[src/rtl/hold_piece_module_if.sv]
// Swap handshake between the hold-slot controller (master) and the game core (slave).
interface hold_piece_module_if;
  localparam int unsigned TYPE_W = 3;

  logic              swap_valid;
  logic              swap_ready;
  logic [TYPE_W-1:0] swap_type;
  logic              swap_from_next;

  modport master (
    output swap_valid,
    output swap_type,
    output swap_from_next,
    input  swap_ready
  );

  modport slave (
    input  swap_valid,
    input  swap_type,
    input  swap_from_next,
    output swap_ready
  );
endinterface

[src/rtl/hold_piece_module.sv]
// Hold-slot controller: owns the held piece, runs the swap handshake with the game
// core and publishes the held piece as a 4x4 spawn-orientation bitmap.
// Optional macro HOLD_VBLANK_SYNC_EN: defer the bitmap update to the next frame_sync
// so the preview never changes mid-frame.
module hold_piece_module (
  input  logic                clk,
  input  logic                rst,
  input  logic                hold_req,
  input  logic [2:0]          cur_type,
  input  logic                new_piece,
  input  logic                frame_sync,
  hold_piece_module_if.master swap,
  output logic [15:0]         hold_square,
  output logic                hold_empty,
  output logic                hold_used
);

  localparam int unsigned TYPE_W = 3;
  localparam int unsigned SQ_W   = 16;
  localparam logic [TYPE_W-1:0] TYPE_INVALID = TYPE_W'(7);

  typedef enum logic [1:0] {
    IDLE    = 2'd0,
    SWAP    = 2'd1,
    PUBLISH = 2'd2
  } state_t;

  state_t            state_q, state_d;
  logic [TYPE_W-1:0] cap_type_q, cap_type_d;
  logic [TYPE_W-1:0] held_type_q, held_type_d;
  logic              valid_q, valid_d;
  logic [TYPE_W-1:0] type_q, type_d;
  logic              from_next_q, from_next_d;
  logic [SQ_W-1:0]   square_q, square_d;
  logic              empty_q, empty_d;
  logic              used_q, used_d;

  logic accept;
  logic handshake;

`ifndef HOLD_VBLANK_SYNC_EN
  // frame_sync has no role when the bitmap updates straight after the handshake
  logic unused_frame_sync;
  assign unused_frame_sync = frame_sync;
`endif

  // Spawn-orientation bitmap ROM; bit i = row i/4, col i%4
  function automatic logic [SQ_W-1:0] bitmap(input logic [TYPE_W-1:0] t);
    case (t)
      TYPE_W'(0): bitmap = SQ_W'(16'h00F0);
      TYPE_W'(1): bitmap = SQ_W'(16'h0066);
      TYPE_W'(2): bitmap = SQ_W'(16'h0027);
      TYPE_W'(3): bitmap = SQ_W'(16'h0036);
      TYPE_W'(4): bitmap = SQ_W'(16'h0063);
      TYPE_W'(5): bitmap = SQ_W'(16'h0071);
      TYPE_W'(6): bitmap = SQ_W'(16'h0074);
      default:    bitmap = SQ_W'(16'h0000);
    endcase
  endfunction

  // A fresh spawn always beats a simultaneous hold request
  assign accept    = hold_req & ~used_q & (cur_type != TYPE_INVALID) & ~new_piece;
  assign handshake = valid_q & swap.swap_ready;

  // State and datapath registers
  always_ff @(posedge clk or posedge rst) begin
    if (rst) begin
      state_q     <= IDLE;
      cap_type_q  <= '0;
      held_type_q <= '0;
      valid_q     <= 1'b0;
      type_q      <= '0;
      from_next_q <= 1'b0;
      square_q    <= '0;
      empty_q     <= 1'b1;
      used_q      <= 1'b0;
    end else begin
      state_q     <= state_d;
      cap_type_q  <= cap_type_d;
      held_type_q <= held_type_d;
      valid_q     <= valid_d;
      type_q      <= type_d;
      from_next_q <= from_next_d;
      square_q    <= square_d;
      empty_q     <= empty_d;
      used_q      <= used_d;
    end
  end

  // Next-state logic
  always_comb begin
    state_d = state_q;
    case (state_q)
      IDLE: if (accept) state_d = SWAP;
`ifdef HOLD_VBLANK_SYNC_EN
      SWAP:    if (handshake)  state_d = PUBLISH;
      PUBLISH: if (frame_sync) state_d = IDLE;
`else
      SWAP: if (handshake) state_d = IDLE;
`endif
      default: state_d = IDLE;
    endcase
  end

  // Next values of the registered outputs and held-piece bookkeeping
  always_comb begin
    cap_type_d  = cap_type_q;
    held_type_d = held_type_q;
    valid_d     = valid_q;
    type_d      = type_q;
    from_next_d = from_next_q;
    square_d    = square_q;
    empty_d     = empty_q;
    used_d      = used_q;
    case (state_q)
      IDLE: begin
        if (new_piece) begin
          used_d = 1'b0;
        end else if (accept) begin
          cap_type_d  = cur_type;
          valid_d     = 1'b1;
          from_next_d = empty_q;
          type_d      = empty_q ? '0 : held_type_q;
        end
      end
      SWAP: begin
        // Request stays frozen until the core takes it
        if (handshake) begin
          held_type_d = cap_type_q;
          empty_d     = 1'b0;
          used_d      = 1'b1;
          valid_d     = 1'b0;
          type_d      = '0;
          from_next_d = 1'b0;
`ifndef HOLD_VBLANK_SYNC_EN
          square_d    = bitmap(cap_type_q);
`endif
        end
      end
`ifdef HOLD_VBLANK_SYNC_EN
      PUBLISH: begin
        if (new_piece)  used_d   = 1'b0;
        if (frame_sync) square_d = bitmap(held_type_q);
      end
`endif
      default: ;
    endcase
  end

  assign swap.swap_valid     = valid_q;
  assign swap.swap_type      = type_q;
  assign swap.swap_from_next = from_next_q;
  assign hold_square         = square_q;
  assign hold_empty          = empty_q;
  assign hold_used           = used_q;

endmodule

[src/flat_wrapper.sv]
// flat-port wrapper written by rule: the top's interface ports become plain ports
module hold_piece_module_flat 
  (clk, rst, hold_req, cur_type, new_piece, frame_sync, hold_square, hold_empty, hold_used, swap_swap_valid, swap_swap_type, swap_swap_from_next, swap_swap_ready);
  hold_piece_module_if swap_i ();
  input  logic clk;
  input  logic rst;
  input  logic hold_req;
  input  logic [2:0] cur_type;
  input  logic new_piece;
  input  logic frame_sync;
  output logic [15:0] hold_square;
  output logic hold_empty;
  output logic hold_used;
  output wire logic [$bits(swap_i.swap_valid)-1:0] swap_swap_valid;
  output wire logic [$bits(swap_i.swap_type)-1:0] swap_swap_type;
  output wire logic [$bits(swap_i.swap_from_next)-1:0] swap_swap_from_next;
  input wire logic [$bits(swap_i.swap_ready)-1:0] swap_swap_ready;
  assign swap_swap_valid = swap_i.swap_valid;
  assign swap_swap_type = swap_i.swap_type;
  assign swap_swap_from_next = swap_i.swap_from_next;
  assign swap_i.swap_ready = swap_swap_ready;
  hold_piece_module u_core (.clk(clk), .rst(rst), .hold_req(hold_req), .cur_type(cur_type), .new_piece(new_piece), .frame_sync(frame_sync), .swap(swap_i), .hold_square(hold_square), .hold_empty(hold_empty), .hold_used(hold_used));
endmodule
[config.mk]
export PLATFORM = sky130hd
export DESIGN_NAME = hold_piece_module_flat
export DESIGN_NICKNAME = d
export VERILOG_FILES = /design/src/rtl/hold_piece_module_if.sv /design/src/rtl/hold_piece_module.sv /design/src/flat_wrapper.sv
export SDC_FILE = /design/constraint.sdc
export NUM_CORES = 1
export LEC_CHECK = 0
export CELL_PAD_IN_SITES_DETAIL_PLACEMENT = 0
export CELL_PAD_IN_SITES_GLOBAL_PLACEMENT = 1
export CORE_MARGIN = 10
export CORE_UTILIZATION = 33
export DETAILED_ROUTE_END_ITERATION = 6
export PLACE_DENSITY = 0.84
export SLEW_MARGIN = 20
export SYNTH_ARGS = -nofsm -noshare
export SYNTH_HDL_FRONTEND = slang
export SYNTH_SLANG_ARGS = --single-unit
export TNS_END_PERCENT = 50
[constraint.sdc]
create_clock -name clk -period 1.9 [get_ports clk]
set_input_delay 0.38 -clock clk [delete_from_list [all_inputs] [get_ports clk]]
set_output_delay 0.38 -clock clk [all_outputs]
set_load 0.01 [all_outputs]
# --- After elaboration in Yosys (flattened, before gate mapping) ---
# Index checks and enable logic that the tools add are counted.
word_totals:
  regBits: 31
  elab_cells: 54
op_classes:
  muxes: 19
  n_bitwise: 6
  n_reduce_logical: 8
  eq_ne: 12
ops:
  columns: ["operator", "n"]
  rows:
  - ["case mux 8 bit (7 select lines)", 1]
  - ["two-way mux 3 bit", 4]
  - ["equality test 3 bit (second input constant)", 3]
  - ["two-way mux 1 bit", 7]
  - ["equality test 3 x 2 -> 1 bit (second input constant)", 2]
  - ["case mux 1 bit (2 select lines)", 3]
  - ["case mux 3 bit (2 select lines)", 1]
  - ["AND reduction 3 bit", 2]
  - ["bitwise AND 1 bit", 4]
  - ["two-way mux 2 bit", 2]
  - ["inequality test 2 x 1 -> 1 bit (second input constant)", 2]
  - ["inequality test 2 bit (second input constant)", 2]
  - ["case mux 2 bit (2 select lines)", 1]
  - ["AND reduction 2 bit", 2]
  - ["AND reduction 4 bit", 1]
  - ["equality test 3 x 1 -> 1 bit (second input constant)", 1]
  - ["zero test 3 bit", 1]
  - ["inequality test 3 bit (second input constant)", 1]
  - ["equality test 2 x 1 -> 1 bit (second input constant)", 1]
  - ["zero test 2 bit", 1]
  - ["inverter 1 bit", 2]
  - ["nonzero test 2 bit", 1]

# --- Depth between registers and ports, before layout ---
depth:
  ltp_word: 7
  depth_mapped: 4

# --- Worst setup path after synthesis ---
# No wires, ideal clock.
synth_timing:
  path_kind: "register to register"
  startpoint: "register u_core.state_q[0]"
  endpoint: "register u_core.from_next_q (netlist: u_core.swap.swap_from_next)"
  stages_incl_launch_ff: 4
  setup_time_ns: 0.079
  period_less_slack_ns: 1.547
  t_arrival_ns: 1.467
  slack_ns: 0.353
  path_cell_list: "dfrtp_1 -> or4b_4 -> a31oi_4 -> mux2i_1"
synth_between:
  elab_chain_len: 3
  elab_cells_between_ends: 8
  classes_between: "4 x eq/ne; 1 x mux; 3 x reduce/logical"
synth_rtl:
  columns: ["element", "line", "text"]
  rows:
  - ["from (decl)", "hold_piece_module.sv:28", "state_t state_q, state_d;"]
  - ["from (signal assigned)", "hold_piece_module.sv:78", "state_q <= state_d;"]
  - ["equality test 2 x 1 -> 1 bit / zero test 2 bit (equally long branches)", "hold_piece_module.sv:115", "case (state_q)"]
  - ["inequality test 2 x 1 -> 1 bit (no line) (tied with other cells)", null, null]
  - ["AND reduction 4 bit (no line)", null, null]
  - ["to (signal assigned)", "hold_piece_module.sv:83", "from_next_q <= from_next_d;"]
  - ["to (decl)", "hold_piece_module.sv:33", "logic from_next_q, from_next_d;"]
# Parallel ways exist; a longest one is shown, timed or not.
# A chain may end at the register's enable or synchronous reset.

# --- Worst setup path after layout ---
layout_timing:
  startpoint: "register u_core.empty_q (netlist: u_core.hold_empty)"
  endpoint: "output hold_empty"
layout_lines:
  columns: ["element", "line", "text"]
  rows:
  - ["from (decl)", "hold_piece_module.sv:35", "logic empty_q, empty_d;"]
  - ["from (signal assigned)", "hold_piece_module.sv:85", "empty_q <= empty_d;"]
  - ["to (decl)", "flat_wrapper.sv:12", "output logic hold_empty;"]
# No word-level cell between the ends.

==> impl_results.html <==
<table>
<tr><th>Metric</th><th>Value</th></tr>
<tr><th colspan="2">Floorplanning</th></tr>
<tr><td>Horiz. Die Dim</td><td>74.10 um</td></tr>
<tr><td>Die footprint</td><td>approximately 5500 um2</td></tr>
<tr><td>Effective utilization at floorplan</td><td>between 30% and 40%</td></tr>
<tr><td>Die boundary height</td><td>between 70 and 80 um</td></tr>
<tr><td>Area of the placeable core</td><td>2781 um2</td></tr>
<tr><td>Rows</td><td>19</td></tr>
<tr><td>Boundary pin count</td><td>32</td></tr>
<tr><th colspan="2">Clocking</th></tr>
<tr><td>Number of CTS-inserted buffers</td><td>3</td></tr>
<tr><td>CTS clk-pin slew, worst paths</td><td>approximately 0.12 ns</td></tr>
<tr><td>Clk sinks</td><td>21</td></tr>
<tr><td>Hold-fix buffers at CTS</td><td>0</td></tr>
<tr><td>Insertion delay to the later sink of the worst-skew pair</td><td>around 0.30 ns</td></tr>
<tr><td>Buffer levels on the longest clock path</td><td>2</td></tr>
<tr><td>Buffer type at the clock tree root</td><td>clkbuf_4</td></tr>
<tr><td>Post-CTS Resized</td><td>0</td></tr>
<tr><td>TritonCTS clock tree</td><td>built</td></tr>
<tr><td>Buffers inserted during post-CTS setup optimization</td><td>0</td></tr>
<tr><td>H-tree depth reported by CTS</td><td>1</td></tr>
<tr><th colspan="2">Global routing</th></tr>
<tr><td>Final global-route overflow total</td><td>0</td></tr>
<tr><td>Global-route total usage across every layer</td><td>between 7 and 8%</td></tr>
<tr><td>Via count of the first global-routing pass</td><td>just under 700</td></tr>
<tr><td>Largest net degree at the start of global routing</td><td>22</td></tr>
<tr><td>Antenna violations before repair</td><td>0</td></tr>
<tr><td>First-pass GRT wire length</td><td>roughly 3.1 mm</td></tr>
<tr><th colspan="2">Synth</th></tr>
<tr><td>Post-synth ARST share</td><td>100.0%</td></tr>
<tr><td>Dominant cell by count in the synthesized netlist</td><td>dfrtp_1</td></tr>
<tr><td>Mapped Avg Cell Area</td><td>around 11 um2</td></tr>
<tr><td>Share of the synthesized area in the top cell type</td><td>around 52%</td></tr>
<tr><td>Count of different cell masters after synthesis</td><td>24</td></tr>
<tr><td>Commonest cells post-synth</td><td>dfrtp_1 (20), nand2_1 (15), buf_4 (9), o21ai_0 (7)</td></tr>
<tr><td>Syn Std Cell Area</td><td>~970 um2</td></tr>
<tr><td>Post-synthesis sequential element count</td><td>21</td></tr>
<tr><td>Yosys warnings</td><td>0</td></tr>
<tr><td>Cell count after synthesis</td><td>90</td></tr>
<tr><td>Number of flops mapped to enable cells by yosys</td><td>0</td></tr>
<tr><td>Leading post-synthesis cells by cell area</td><td>dfrtp_1 (52%), buf_4 (7.0%), nand2_1 (5.8%), mux2i_1 (5.2%), o21ai_0 (3.6%)</td></tr>
<tr><td>Post-synth top flop</td><td>dfrtp_1</td></tr>
<tr><td>Seq/Total Area, Yosys</td><td>54.53%</td></tr>
<tr><td>Synth area leader</td><td>dfrtp_1</td></tr>
<tr><th colspan="2">STA</th></tr>
<tr><td>Setup repair after global routing missed its margin</td><td>false</td></tr>
<tr><td>Endpoints failing hold</td><td>0</td></tr>
<tr><td>Fmax</td><td>about 560 MHz</td></tr>
<tr><td>Clock skew after layout</td><td>~0.008 ns</td></tr>
<tr><td>Period utilisation layout</td><td>94.21%</td></tr>
<tr><td>Minimum period implied by the final worst setup slack</td><td>around 1.8 ns</td></tr>
<tr><td>Setup Viol. Count Final</td><td>0</td></tr>
<tr><td>Pins over their slew limit</td><td>0</td></tr>
<tr><td>Setup TNS Final</td><td>0 ns</td></tr>
<tr><th colspan="2">Power</th></tr>
<tr><td>Leakage component of the power</td><td>between 0.5 and 0.6 nW</td></tr>
<tr><td>Worst VDD drop</td><td>812.8 uV</td></tr>
<tr><td>Final total power</td><td>around 0.0018 W</td></tr>
<tr><td>Power per Cell Area</td><td>1460 nW/um2</td></tr>
<tr><th colspan="2">Critical path</th></tr>
<tr><td>Ordered list of cells on the worst path</td><td>clkdlybuf4s50_1</td></tr>
<tr><td>Crit-path slowest cell</td><td>dfstp_2</td></tr>
<tr><td>Register-to-register path setup slack</td><td>between 0.2 and 0.3 ns</td></tr>
<tr><td>Maximum fanout count along the critical path</td><td>4</td></tr>
<tr><td>Type of destination of the critical path</td><td>output port</td></tr>
<tr><td>Required @ worst endpoint</td><td>1.52 ns</td></tr>
<tr><td>Critical Path Stages</td><td>1</td></tr>
<tr><td>Setup crit start kind</td><td>flop</td></tr>
<tr><td>Reg2reg start</td><td>u_core.state_q[0]$_DFFE_PP0P_</td></tr>
<tr><td>Critical path data arrival time</td><td>between 1 and 1.5 ns</td></tr>
<tr><td>Critical path's largest stage delay</td><td>between 0.5 and 0.6 ns</td></tr>
<tr><td>Worst setup path category</td><td>reg2out</td></tr>
<tr><td>Number of cells on the worst reg-to-reg path</td><td>4</td></tr>
<tr><td>Launch point of the critical path</td><td>u_core.hold_empty$_DFFE_PP1P_</td></tr>
<tr><td>Endpoint of the most critical register-to-register path</td><td>u_core.swap.swap_type[2]$_DFFE_PP0P_</td></tr>
<tr><td>Kind of cell with the highest combined delay on the critical path</td><td>flip-flops</td></tr>
<tr><td>Buffering stage count on the worst path with inverters included</td><td>1</td></tr>
<tr><th colspan="2">Status</th></tr>
<tr><td>Status</td><td>completed</td></tr>
<tr><th colspan="2">Routing</th></tr>
<tr><td>Total DRC errors in the routed layout</td><td>0</td></tr>
<tr><td>Post-detailed-route via-to-cell ratio</td><td>4.537</td></tr>
<tr><td>DRC marker count from the first detailed-route iteration</td><td>18</td></tr>
<tr><td>Wire per inst</td><td>approximately 13 um</td></tr>
<tr><td>Via count</td><td>667</td></tr>
<tr><td>Antenna-violating nets left</td><td>0</td></tr>
<tr><td>Drt first pass iters</td><td>3</td></tr>
<tr><td>Total Routed Length</td><td>just under 2 mm</td></tr>
<tr><th colspan="2">Layout</th></tr>
<tr><td>Area taken by multi-input logic gates</td><td>around 370 um2</td></tr>
<tr><td>Number of cells in the finished layout apart from fillers</td><td>roughly 150</td></tr>
<tr><td># fillers</td><td>267</td></tr>
<tr><td>Number of diodes added for antenna fixing</td><td>0</td></tr>
<tr><td>Layout net count</td><td>around 130</td></tr>
<tr><td>Total area of sequential cells</td><td>approximately 530 um2</td></tr>
<tr><td>Layout cells sized above 1</td><td>14.66%</td></tr>
<tr><td>Synthesis-to-finish area growth</td><td>29.15%</td></tr>
<tr><th colspan="2">Placement</th></tr>
<tr><td>IO Port Bufs</td><td>21</td></tr>
<tr><td>Placed wire-length estimate after detailed placement</td><td>1.521 mm</td></tr>
<tr><td>Placed cell count</td><td>143</td></tr>
<tr><td>Placer's final routability congestion estimate</td><td>0.6991</td></tr>
<tr><th colspan="2">Worst hold path</th></tr>
<tr><td>Hold Path Class</td><td>in2async</td></tr>
<tr><th colspan="2">Flow run</th></tr>
<tr><td>MaxCap Viol Count</td><td>0</td></tr>
</table>
## state kept, by name, indices dropped and copies added (netlist names)
signal / cells
u_core.held_type_q: 3
u_core.state_q: 1
u_core.swap.swap_valid: 1
u_core.swap.swap_type: 3
u_core.hold_used: 1
u_core.swap.swap_from_next: 1
u_core.hold_square: 7
u_core.hold_empty: 1
u_core.cap_type_q: 3
## cell type report
class	instances	area share, %
timing repair buffer	27	21.46
sequential	21	42.23
tap	31	3.109
inverter	5	1.505
clock buffer	3	1.805
multi-input combinational	59	29.49
clock inverter	1	0.4012
## kinds of logic after synthesis
| logic type | synth area share (%) |
|---|---|
| flops | 54.53 |
| buf+inv | 10.49 |
| xor+xnor | 2.721 |
| compound gates | 14.38 |
| other cells | 0.3882 |
| mux | 7.513 |
| simple gates | 9.974 |
## per-stage QoR
stage / hold WS (ns) / worst slack (ns) / area (um2) / util (%)
after floorplan: 0.3558 / 0.3532 / 996.0 / -
after global placement: 0.4629 / -0.01705 / 1220 / 43.86
after detailed placement: 0.4669 / -0.04093 / 1220 / 43.86
after CTS: 0.3873 / 0.09064 / 1247 / 44.85
after global routing: 0.4270 / 0.06162 / 1247 / 44.85
final: 0.3915 / 0.1099 / 1247 / 44.85
## worst reg2reg max path: cells and delay by family (launching register included)
kind	cells	cell delay (ns)
compound gates	1	0.20
buf+inv	1	0.14
flops	1	0.45
mux	1	0.16
simple gates	1	0.59
## routing by layer
layer	wire, um	vias to the layer above	GRT usage [%]
li1	-	333	-
met1	802	309	7.884
met2	906	21	11.17
met3	204	4	3.324
met4	33	0	3.727
met5	0	-	0
## power breakdown
| group | switching [W] | internal [W] |
|---|---|---|
| clock | 0.000131 | 0.0000785 |
| sequential | 0.000171 | 0.000637 |
| combinational | 0.000343 | 0.000461 |
## worst max-delay path by stage
| stage | to | slack (ns) |
|---|---|---|
| after detailed placement | u_core.swap.swap_type[2]$_DFFE_PP0P_ | -0.04 |
| after CTS | hold_empty | 0.09 |
| after global routing | hold_empty | 0.06 |
| final | hold_empty | 0.11 |
| after floorplan | u_core.swap.swap_from_next$_DFFE_PP0P_ | 0.35 |
| after global placement | u_core.swap.swap_from_next$_DFFE_PP0P_ | -0.02 |
## placed cells by master, fill, tap and decap left out, types with 3 or more instances in the layout
cell type | Yosys | final
clkbuf_4 | 0 | 3
conb_1 | 1 | 9
inv_1 | 5 | 5
dfrtp_1 | 20 | 20
buf_4 | 9 | 5
clkdlybuf4s50_1 | 0 | 21
nand2_1 | 15 | 15
mux2i_1 | 5 | 5
o22a_1 | 3 | 3
o21ai_0 | 7 | 7
Power figures use the tool's default switching activity.
